### src/rtl/snn_cfg_pkg.sv
`default_nettype none
// ============================================================================
//  Module      : snn_cfg_pkg
//  Description : Shared sizes, byte address map and FSM state encoding for
//                the delay-SNN configuration scheduler.
//  Revision    : 1.0 - initial release
// ============================================================================
package snn_cfg_pkg;

    // Network shape
    localparam int N_IN   = 24;
    localparam int N_HID  = 8;
    localparam int N_OUT  = 2;
    localparam int W_BITS = 2;
    localparam int D_BITS = 4;
    localparam int P_BITS = 6;

    // Derived bus widths
    localparam int N_SYN     = N_IN * N_HID + N_HID * N_OUT;  // 208 synapses
    localparam int WGT_BITS  = N_SYN * W_BITS;                 // 416
    localparam int DLY_BITS  = N_SYN * D_BITS;                 // 832
    localparam int WGT_BYTES = WGT_BITS / 8;                   // 52
    localparam int DLY_BYTES = DLY_BITS / 8;                   // 104
    localparam int SPK_BYTES = N_IN / 8;                       // 3

    // Byte address map
    localparam int ADDR_W_BASE   = 0;
    localparam int ADDR_D_BASE   = ADDR_W_BASE + WGT_BYTES;    // 0x34
    localparam int ADDR_THR      = ADDR_D_BASE + DLY_BYTES;    // 0x9C
    localparam int ADDR_DECAY    = ADDR_THR + 1;               // 0x9D
    localparam int ADDR_REFR     = ADDR_THR + 2;               // 0x9E
    localparam int ADDR_SPK_BASE = ADDR_THR + 3;               // 0x9F
    localparam int ADDR_CTRL     = ADDR_SPK_BASE + SPK_BYTES;  // 0xA2
    localparam int SHADOW_BYTES  = ADDR_CTRL;                  // stored bytes

    // CTRL byte bit positions
    localparam int CTRL_COMMIT = 0;
    localparam int CTRL_RUN    = 1;
    localparam int CTRL_STEP   = 2;
    localparam int CTRL_CLR    = 3;

    typedef enum logic [1:0] {
        ST_IDLE    = 2'd0,
        ST_COMMIT  = 2'd1,
        ST_SNN_RST = 2'd2,
        ST_RUN     = 2'd3
    } state_t;

endpackage
`default_nettype wire

### src/rtl/snn_cfg_regfile.sv
`default_nettype none
// ============================================================================
//  Module      : snn_cfg_regfile
//  Description : Shadow configuration byte array plus the registered active
//                image, copied from the shadow on a commit strobe. A write on
//                the commit edge lands in the copy.
//  Revision    : 1.0 - initial release
// ============================================================================
module snn_cfg_regfile
    import snn_cfg_pkg::*;
(
    input  logic                clk,
    input  logic                rst_n,
    input  logic                wr_en,
    input  logic [7:0]          wr_addr,
    input  logic [7:0]          wr_data,
    input  logic                commit,
    output logic [WGT_BITS-1:0] weights,
    output logic [DLY_BITS-1:0] delays,
    output logic [P_BITS-1:0]   threshold,
    output logic [P_BITS-1:0]   decay,
    output logic [P_BITS-1:0]   refractory,
    output logic [N_IN-1:0]     input_spikes
);

    logic [7:0]          r_shadow [SHADOW_BYTES];
    logic [7:0]          w_next   [SHADOW_BYTES];
    logic [WGT_BITS-1:0] w_wgt;
    logic [DLY_BITS-1:0] w_dly;
    logic [N_IN-1:0]     w_spk;
    logic                w_unused;

    // Shadow contents after this cycle's write, so a commit sees the write
    always_comb begin
        for (int i = 0; i < SHADOW_BYTES; i++) begin
            w_next[i] = (wr_en && (wr_addr == 8'(i))) ? wr_data : r_shadow[i];
        end
    end

    genvar gi;
    generate
        for (gi = 0; gi < WGT_BYTES; gi++) begin : g_wgt_pack
            assign w_wgt[gi*8 +: 8] = w_next[ADDR_W_BASE + gi];
        end
        for (gi = 0; gi < DLY_BYTES; gi++) begin : g_dly_pack
            assign w_dly[gi*8 +: 8] = w_next[ADDR_D_BASE + gi];
        end
        for (gi = 0; gi < SPK_BYTES; gi++) begin : g_spk_pack
            assign w_spk[gi*8 +: 8] = w_next[ADDR_SPK_BASE + gi];
        end
    endgenerate

    // Upper bits of the parameter bytes are stored but never reach the SNN
    assign w_unused = ^{w_next[ADDR_THR][7:P_BITS], w_next[ADDR_DECAY][7:P_BITS],
                        w_next[ADDR_REFR][7:P_BITS]};

    // Shadow byte storage and atomic copy into the active image
    always_ff @(posedge clk) begin
        if (!rst_n) begin
            for (int i = 0; i < SHADOW_BYTES; i++) begin
                r_shadow[i] <= '0;
            end
            weights      <= '0;
            delays       <= '0;
            threshold    <= '0;
            decay        <= '0;
            refractory   <= '0;
            input_spikes <= '0;
        end else begin
            for (int i = 0; i < SHADOW_BYTES; i++) begin
                r_shadow[i] <= w_next[i];
            end
            if (commit) begin
                weights      <= w_wgt;
                delays       <= w_dly;
                threshold    <= w_next[ADDR_THR][P_BITS-1:0];
                decay        <= w_next[ADDR_DECAY][P_BITS-1:0];
                refractory   <= w_next[ADDR_REFR][P_BITS-1:0];
                input_spikes <= w_spk;
            end
        end
    end

endmodule
`default_nettype wire

### src/rtl/snn_config_scheduler.sv
`default_nettype none
// ============================================================================
//  Module      : snn_config_scheduler
//  Description : Byte-write configuration front end and run sequencer for the
//                delay-SNN datapath: commit, SNN reset pulse, enable and the
//                per-timestep delay tick.
//  Revision    : 1.0 - initial release
// ============================================================================
module snn_config_scheduler
    import snn_cfg_pkg::*;
#(
    parameter int TICK_DIV   = 4,
    parameter int RST_CYCLES = 2
) (
    input  logic                clk,
    input  logic                rst_n,
    input  logic                in_valid,
    output logic                in_ready,
    input  logic [7:0]          in_addr,
    input  logic [7:0]          in_data,
    output logic                snn_reset,
    output logic                snn_enable,
    output logic                delay_tick,
    output logic [WGT_BITS-1:0] weights,
    output logic [DLY_BITS-1:0] delays,
    output logic [P_BITS-1:0]   threshold,
    output logic [P_BITS-1:0]   decay,
    output logic [P_BITS-1:0]   refractory,
    output logic [N_IN-1:0]     input_spikes,
    output logic                busy,
    output logic [15:0]         timestep,
    output logic                addr_err
);

    localparam int TC_W = $clog2(TICK_DIV);
    localparam int RC_W = (RST_CYCLES > 1) ? $clog2(RST_CYCLES) : 1;
    localparam logic [TC_W-1:0] c_tick_last = TC_W'(TICK_DIV - 1);
    localparam logic [TC_W-1:0] c_tick_prev = TC_W'(TICK_DIV - 2);
    localparam logic [RC_W-1:0] c_rst_last  = RC_W'(RST_CYCLES - 1);

    state_t          r_state;
    logic [TC_W-1:0] r_tick_cnt;
    logic [RC_W-1:0] r_rst_cnt;
    logic [15:0]     r_timestep;
    logic            r_addr_err;
    logic            r_pend_commit;
    logic            r_run_req;
    logic            r_one_shot;
    logic            r_go_run;
    logic            r_snn_reset;
    logic            r_snn_enable;
    logic            r_delay_tick;
    logic            r_busy;
    logic            r_in_ready;

    logic w_accept;
    logic w_ctrl_wr;
    logic w_shadow_wr;
    logic w_unmapped;
    logic w_tick_edge;
    logic w_copy;

    assign w_accept    = in_valid && r_in_ready;
    assign w_ctrl_wr   = w_accept && (in_addr == 8'(ADDR_CTRL));
    assign w_shadow_wr = w_accept && (in_addr <  8'(ADDR_CTRL));
    assign w_unmapped  = w_accept && (in_addr >  8'(ADDR_CTRL));
    assign w_tick_edge = (r_state == ST_RUN) && (r_tick_cnt == c_tick_last);
    // Copy on the COMMIT cycle, or on the tick edge for a commit made in RUN
    assign w_copy      = (r_state == ST_COMMIT) || (w_tick_edge && r_pend_commit);

    snn_cfg_regfile u_regfile (
        .clk          (clk),
        .rst_n        (rst_n),
        .wr_en        (w_shadow_wr),
        .wr_addr      (in_addr),
        .wr_data      (in_data),
        .commit       (w_copy),
        .weights      (weights),
        .delays       (delays),
        .threshold    (threshold),
        .decay        (decay),
        .refractory   (refractory),
        .input_spikes (input_spikes)
    );

    // Sequencer FSM with registered outputs set on each transition
    always_ff @(posedge clk) begin
        if (!rst_n) begin
            r_state       <= ST_IDLE;
            r_tick_cnt    <= '0;
            r_rst_cnt     <= '0;
            r_timestep    <= '0;
            r_addr_err    <= 1'b0;
            r_pend_commit <= 1'b0;
            r_run_req     <= 1'b0;
            r_one_shot    <= 1'b0;
            r_go_run      <= 1'b0;
            r_snn_reset   <= 1'b1;
            r_snn_enable  <= 1'b0;
            r_delay_tick  <= 1'b0;
            r_busy        <= 1'b0;
            r_in_ready    <= 1'b1;
        end else begin
            if (w_ctrl_wr) begin
                r_run_req <= in_data[CTRL_RUN];
                if (in_data[CTRL_CLR]) begin
                    r_addr_err <= 1'b0;
                end
            end
            if (w_unmapped) begin
                r_addr_err <= 1'b1;
            end

            if (w_ctrl_wr && in_data[CTRL_COMMIT] && (r_state == ST_RUN)) begin
                r_pend_commit <= 1'b1;
            end else if (w_copy) begin
                r_pend_commit <= 1'b0;
            end

            case (r_state)
                ST_IDLE: begin
                    r_snn_reset <= 1'b0;
                    if (w_ctrl_wr && in_data[CTRL_COMMIT]) begin
                        r_state    <= ST_COMMIT;
                        r_go_run   <= in_data[CTRL_RUN] || in_data[CTRL_STEP];
                        r_one_shot <= !in_data[CTRL_RUN] && in_data[CTRL_STEP];
                        r_in_ready <= 1'b0;
                        r_busy     <= 1'b1;
                    end else if (w_ctrl_wr && (in_data[CTRL_RUN] || in_data[CTRL_STEP])) begin
                        r_state      <= ST_RUN;
                        r_one_shot   <= !in_data[CTRL_RUN];
                        r_tick_cnt   <= '0;
                        r_snn_enable <= 1'b1;
                        r_busy       <= 1'b1;
                    end
                end
                ST_COMMIT: begin
                    r_state     <= ST_SNN_RST;
                    r_snn_reset <= 1'b1;
                    r_rst_cnt   <= '0;
                end
                ST_SNN_RST: begin
                    if (r_rst_cnt == c_rst_last) begin
                        r_snn_reset <= 1'b0;
                        r_in_ready  <= 1'b1;
                        if (r_go_run) begin
                            r_state      <= ST_RUN;
                            r_tick_cnt   <= '0;
                            r_snn_enable <= 1'b1;
                        end else begin
                            r_state <= ST_IDLE;
                            r_busy  <= 1'b0;
                        end
                    end else begin
                        r_rst_cnt <= r_rst_cnt + 1'b1;
                    end
                end
                ST_RUN: begin
                    if (r_tick_cnt == c_tick_last) begin
                        r_tick_cnt   <= '0;
                        r_timestep   <= r_timestep + 16'd1;
                        r_delay_tick <= 1'b0;
                        if (!r_run_req || r_one_shot) begin
                            r_state      <= ST_IDLE;
                            r_snn_enable <= 1'b0;
                            r_busy       <= 1'b0;
                        end
                    end else begin
                        r_tick_cnt   <= r_tick_cnt + 1'b1;
                        r_delay_tick <= (r_tick_cnt == c_tick_prev);
                    end
                end
                default: r_state <= ST_IDLE;
            endcase
        end
    end

    assign in_ready   = r_in_ready;
    assign snn_reset  = r_snn_reset;
    assign snn_enable = r_snn_enable;
    assign delay_tick = r_delay_tick;
    assign busy       = r_busy;
    assign timestep   = r_timestep;
    assign addr_err   = r_addr_err;

endmodule
`default_nettype wire

### config.mk
export PLATFORM = sky130hd
export DESIGN_NAME = snn_config_scheduler
export DESIGN_NICKNAME = d
export VERILOG_FILES = /design/src/rtl/snn_cfg_pkg.sv /design/src/rtl/snn_cfg_regfile.sv /design/src/rtl/snn_config_scheduler.sv
export SDC_FILE = /design/constraint.sdc
export NUM_CORES = 2
export LEC_CHECK = 0
export ABC_AREA = 1
export CAP_MARGIN = 20
export CORE_AREA = 2 2 515 517
export DETAILED_ROUTE_END_ITERATION = 10
export DIE_AREA = 0 0 517 519
export SYNTH_ARGS = -nofsm -noshare
export SYNTH_HDL_FRONTEND = slang
export SYNTH_SLANG_ARGS = --single-unit
### constraint.sdc
create_clock -name clk -period 2.94 [get_ports clk]
set_input_delay 0.588 -clock clk [delete_from_list [all_inputs] [get_ports clk]]
set_output_delay 0.588 -clock clk [all_outputs]
set_load 0.05 [all_outputs]
; ---- Word-level counts from Yosys, hierarchy flattened
; Memory sizes are Yosys's and may differ from the RTL's.
; Index checks and enable logic that the tools add are counted.
[classes]
n_addsub = 3
magnitude_cmp = 2
n_eq_ne = 176
n_mux = 365
bitwise = 162
reduce_logical = 197
[op_table]
columns = operator, count
row1 = two-way mux 8 bit, 324
row2 = "== test 8 x 7 -> 1 bit, second input constant", 64
row3 = "== test 8 bit, second input constant", 35
row4 = "== test 8 x 6 -> 1 bit, second input constant", 32
row5 = logical AND 1 bit, 172
row6 = bitwise OR 1 bit, 162
row7 = "== test 8 x 5 -> 1 bit, second input constant", 16
row8 = "== test 8 x 4 -> 1 bit, second input constant", 8
row9 = "== test 8 x 3 -> 1 bit, second input constant", 4
row10 = two-way mux 1 bit, 23
row11 = two-way mux 2 bit, 11
row12 = "adder 16 x 1 -> 16 bit, second input constant", 1
row13 = "== test 8 x 2 -> 1 bit, second input constant", 2
row14 = "inequality test 2 bit, second input constant", 6
row15 = nonzero test 2 bit, 6
row16 = AND reduction 2 bit, 5
row17 = case mux 1 bit (3 select lines), 3
row18 = "== test 2 bit, second input constant", 4
row19 = "== test 8 x 1 -> 1 bit, second input constant", 1
row20 = "greater-than comparator 8 bit, second input constant", 1
row21 = zero test 8 bit, 1
row22 = "less-than comparator 8 bit, second input constant", 1
row23 = case mux 2 bit (4 select lines), 1
row24 = AND reduction 7 bit, 1
row25 = other kinds (15), 21
[word_totals]
reg_bits = 1321
mem_bits_rw = 1296
inputBits = 19
out_inout_bits = 1312
elab_cells = 926
mem_count = 1
[mem_list]
columns = name, words, width, read_ports, rd_ports_with_merged_regs, wr, line_no
row1 = u_regfile.r_shadow, 162, 8, 162, 0, 162, snn_cfg_regfile.sv:26  ; logic [7:0] r_shadow [SHADOW_BYTES];

; ---- Longest topological paths before layout
[depth]
word_depth = 6
ltp_mapped = 13
depth_no_buf = 13

; ---- Hierarchy
; Synthesis repeated with hierarchy kept, for this count alone.
[hier_totals]
cells_unflattened = 14375
hier_area_um2 = 101217.1
[modules_own_cells]
columns = mod, instances, cells_each, area_per_inst_um2, seq_area_each_um2
row1 = snn_cfg_regfile, 1, 14128, 99525.5, 51649.5
row2 = snn_config_scheduler, 1, 247, 1691.6, 620.6

; ---- Least setup slack after synthesis
; Ideal clock, no wire load.
[synth_timing]
path_type = register to register
from = reg r_in_ready (netlist: in_ready)
to = reg u_regfile.weights[20]
setup_time_ns = 0.114
arrival_time_ns = 2.176
required_time_ns = 2.826
setup_slack_ns = 0.651
stages_incl_launch_ff = 12
path_buffers = 2
synth_period_minus_slack_ns = 2.289
path_cell_list = dfxtp_1 -> nand2_1 -> inv_1 -> nand3_2 -> buf_4 -> nor2_2 -> buf_2 -> nand2_1 -> nand2_1 -> nand2_1 -> o21bai_1 -> inv_1
[synth_between]
elab_chain_cells = 4
[synth_rtl]
columns = item, line_no
row1 = "start, declared", snn_config_scheduler.sv:54  ; logic r_in_ready;
row2 = "start signal, assigned", snn_config_scheduler.sv:102  ; r_in_ready <= 1'b1;
row3 = "start signal, assigned", snn_config_scheduler.sv:127  ; r_in_ready <= 1'b0;
row4 = "start signal, assigned", snn_config_scheduler.sv:145  ; r_in_ready <= 1'b1;
row5 = logical AND 1 bit, snn_config_scheduler.sv:63  ; assign w_accept = in_valid && r_in_ready;
row6 = logical AND 1 bit, snn_config_scheduler.sv:65  ; assign w_shadow_wr = w_accept && (in_addr < 8'(ADDR_CTRL));
row7 = logical AND 1 bit, snn_cfg_regfile.sv:36  ; w_next[i] = (wr_en && (wr_addr == 8'(i))) ? wr_data : r_shadow[i];
row8 = two-way mux 8 bit, snn_cfg_regfile.sv:36
row9 = "end signal, assigned", snn_cfg_regfile.sv:74  ; weights <= w_wgt;
row10 = "end, declared", snn_cfg_regfile.sv:18  ; output logic [WGT_BITS-1:0] weights,
; Every way passes these cells.
; A chain may end at the register's enable or synchronous reset.

; ---- Final worst setup path
[layout_timing]
from = reg u_regfile.delays[682]
to = out delays[682]
[layout_lines]
columns = item, line_no
row1 = "start, declared", snn_cfg_regfile.sv:19  ; output logic [DLY_BITS-1:0] delays,
row2 = "start signal, assigned", snn_cfg_regfile.sv:75  ; delays <= w_dly;
row3 = "end, declared", snn_config_scheduler.sv:25  ; output logic [DLY_BITS-1:0] delays,
; No word-level cell between the ends.

==> metrics <==
Power, Total=125 mW; CP max-delay cell=clkdlybuf4s50_1; Sequential Power Share=36.2%; total detailed-routing wirelength=411 mm; worst hold stages=3; flop2flop setup slack=120 ps; CTS tree=done; Psw=49.1 mW; Critical Path Fanout Max=2; Final Hold Fails=0; CTS resizes=41; sequential area share after synthesis=51.8%; initial antenna violation count=20; Core Box Area=0.263 sq mm; Clock Latency Late Sink=970 ps; remaining antenna violation count=0; Pwr per Cell Area=937 mW/mm^2; Post-CTS Setup Inserts=0; yosys warns=0; root buf cell=clkbuf_16; P&R area growth vs syn=32.6%; most common library cells after synthesis=nand2_1, dfxtp_1, inv_1, a21oi_1, o21ai_0; H-tree depth=5; Overall Global Routing Usage=29.4%; DIE WIDTH=517 um; min-delay worst type=in2reg; Hold Buf Count CTS=0; vias=94.2k; most common cell in the netlist=nand2_1; crit path DAT=2340 ps; vias in the first global route=85.9k; Max-slew headroom=44.8%; pin count of the biggest net entering global routing=130; Clock Skew=95.0 ps; Pre-Repair DR Iteration Count=6; first-pass GRT wire length=589 mm; post-route setup slack=7.14 ps; CTS Sinks=2,611; fin cells=18.7k; Residual DRC=0; Final nets=15.0k; Setup crit start kind=flop; FFs w/ async S/R, synth=0%; average size of a mapped cell=7.61 sq um; full die area=0.268 sq mm; Initial Util=38.3%; status=finished clean; synth top area cells=dfxtp_1, nand2_1, o21bai_1, a21oi_1, inv_1; gpl congestion=0.874; Reg-to-Reg Start=r_state[0]; Die Height=519 um; vias per cell=5.04; Setup CP Type=reg2out; Slew @ Worst Pin=831 ps; Crit path largest cell delay=880 ps; clock buffer count from CTS=300; # port buffers=1,330; min-delay src=in_data[5]; fin. max-slew vios=0; Placement Rows=189; Ports=1,331; Comb power frac=34.3%; HPWL Detailed=288 mm; R2R cell count=10; EDFF count, synth=0; placed instance count=18.2k; cell family with most CP delay=buffers and inverters; Synthesized Nets=13.3k; P_leak=65.1 nW; Critical Path RT=2350 ps; Hold EP=u_regfile.r_shadow[11][5]; Clock transition at path regs=60 ps; crit share post-route=99.8%; 1st-iter DRT viols=9,027; Setup Slack @ Placement=-279 ps; CP bufs+invs=1; worst-path cell chain=clkdlybuf4s50_1; total grt overflow=0; Synth Register Bits=2,611; post-synth top area cell=dfxtp_1; Syn Inst Count=13.3k; Post-Syn Area=0.101 sq mm; Main synth FF type=dfxtp_1; clock power share=29.6%; layout cells sized above 1=10.6%; Max Freq=341 MHz; RSZ-0062 raised after global routing=false; hold_ws=126 ps; Bufs on Longest Clock Path=4; Distinct cells, synth=32; CP endpoint kind=primary output; sw frac=39.2%; max-cap viol count=0; internal power=76.2 mW; Sum Neg Setup Slack=0 ps; share of Yosys cell area claimed by the top area cell type=51.8%; drt wl/cell=22.0 um; VDD IR max=0.651 mV; Setup-failing EPs final=0; post-route minimum period=2930 ps; worst flop-to-flop path endpoint=u_regfile.weights[9]
-- worst max path at each step --
stage | startpoint | cells after the start | slack, ps | end
after global placement | in_addr[2] | 15 | -260 | u_regfile.weights[34]
after detailed placement | in_addr[2] | 15 | -280 | u_regfile.delays[633]
after CTS | u_regfile.weights[362] | 1 | 0.3 | weights[362]
final | u_regfile.delays[682] | 1 | 7 | delays[682]
after global routing | u_regfile.delays[7] | 1 | 4 | delays[7]
after floorplan | in_ready | 11 | 650 | u_regfile.weights[20]
-- registers in the layout (all words and copies together), names as in the netlist, 6 cells and up --
signal,count
u_regfile.delays,832
u_regfile.r_shadow,1290
u_regfile.weights,416
u_regfile.refractory,6
u_regfile.decay,6
u_regfile.threshold,6
timestep,16
u_regfile.input_spikes,24
-- power groups by stage --
| stage | clock, mW | sequential, mW | combinational [mW] |
|---|---|---|---|
| after floorplan | 0 | 59.0 | 12.3 |
| after global placement | 0 | 45.9 | 42.8 |
| after detailed placement | 0 | 45.8 | 42.9 |
| after CTS | 37.5 | 45.2 | 43.1 |
| after global routing | 38.9 | 45.4 | 45.5 |
| final | 37.1 | 45.3 | 43.0 |
-- area by class of cell --
type / instances / area [sq um]
sequential: 2611 / 52300
clock buffer: 437 / 8790
timing repair buffer: 2134 / 21700
fill: 25300 / 130000
antenna: 11 / 27.5
inverter: 1636 / 6160
tap: 3533 / 4420
clock inverter: 74 / 835
multi-input combinational: 8250 / 39600
-- metal layers --
layer / share of wire, % / global-route usage [%] / up-vias
met5: 0 / 0 / -
met4: 4.6 / 12.6 / 0
met3: 8.1 / 5.29 / 647
met2: 45 / 45.9 / 3710
met1: 43 / 39.5 / 44300
li1: - / - / 45600
-- worst register-to-register path: cells and delay by family, from the launching register on --
kind                       cells  cell delay (ps)
buffers and inverters          4             1020
and+or+nand+nor                3              550
AOI/OAI and AO/OA              2              520
DFF                            1              400
adders and majority gates      1              290
-- logic make-up after synthesis --
| logic type | count (synthesis) | share of synthesized area (%) |
|---|---|---|
| fa+ha+maj | 9 | 0.112 |
| buf+inv | 2401 | 9.00 |
| xor+xnor | 1 | 0.00868 |
| simple gates | 4838 | 19.9 |
| flops | 2611 | 51.8 |
| compound gates | 3402 | 19.2 |
-- layout by cell type (no fill, tap or decap), types with 11 or more instances in the layout --
master           count
a21oi_1           1302
buf_12             188
buf_4              623
bufinv_16           15
clkbuf_1            65
clkbuf_16          304
clkbuf_8            76
clkdlybuf4s50_1   1264
clkinv_2            40
dfxtp_1           2611
diode_2             11
dlygate4sd2_1       41
inv_1             1598
inv_2               36
nand2_1           3934
nand2_2             15
nand3_1            536
nor2_1              51
nor3_2             132
o21ai_0           1177
o21bai_1           917
or2_2              136
-- stage by stage --
step,area [sq um],utilization (%)
2_1_floorplan,101000,-
3_3_place_gp,124000,47.1
3_5_place_dp,124000,47.1
4_1_cts,134000,50.8
5_1_grt,134000,50.8
6_report,134000,50.8
Power figures use the tool's default switching activity.
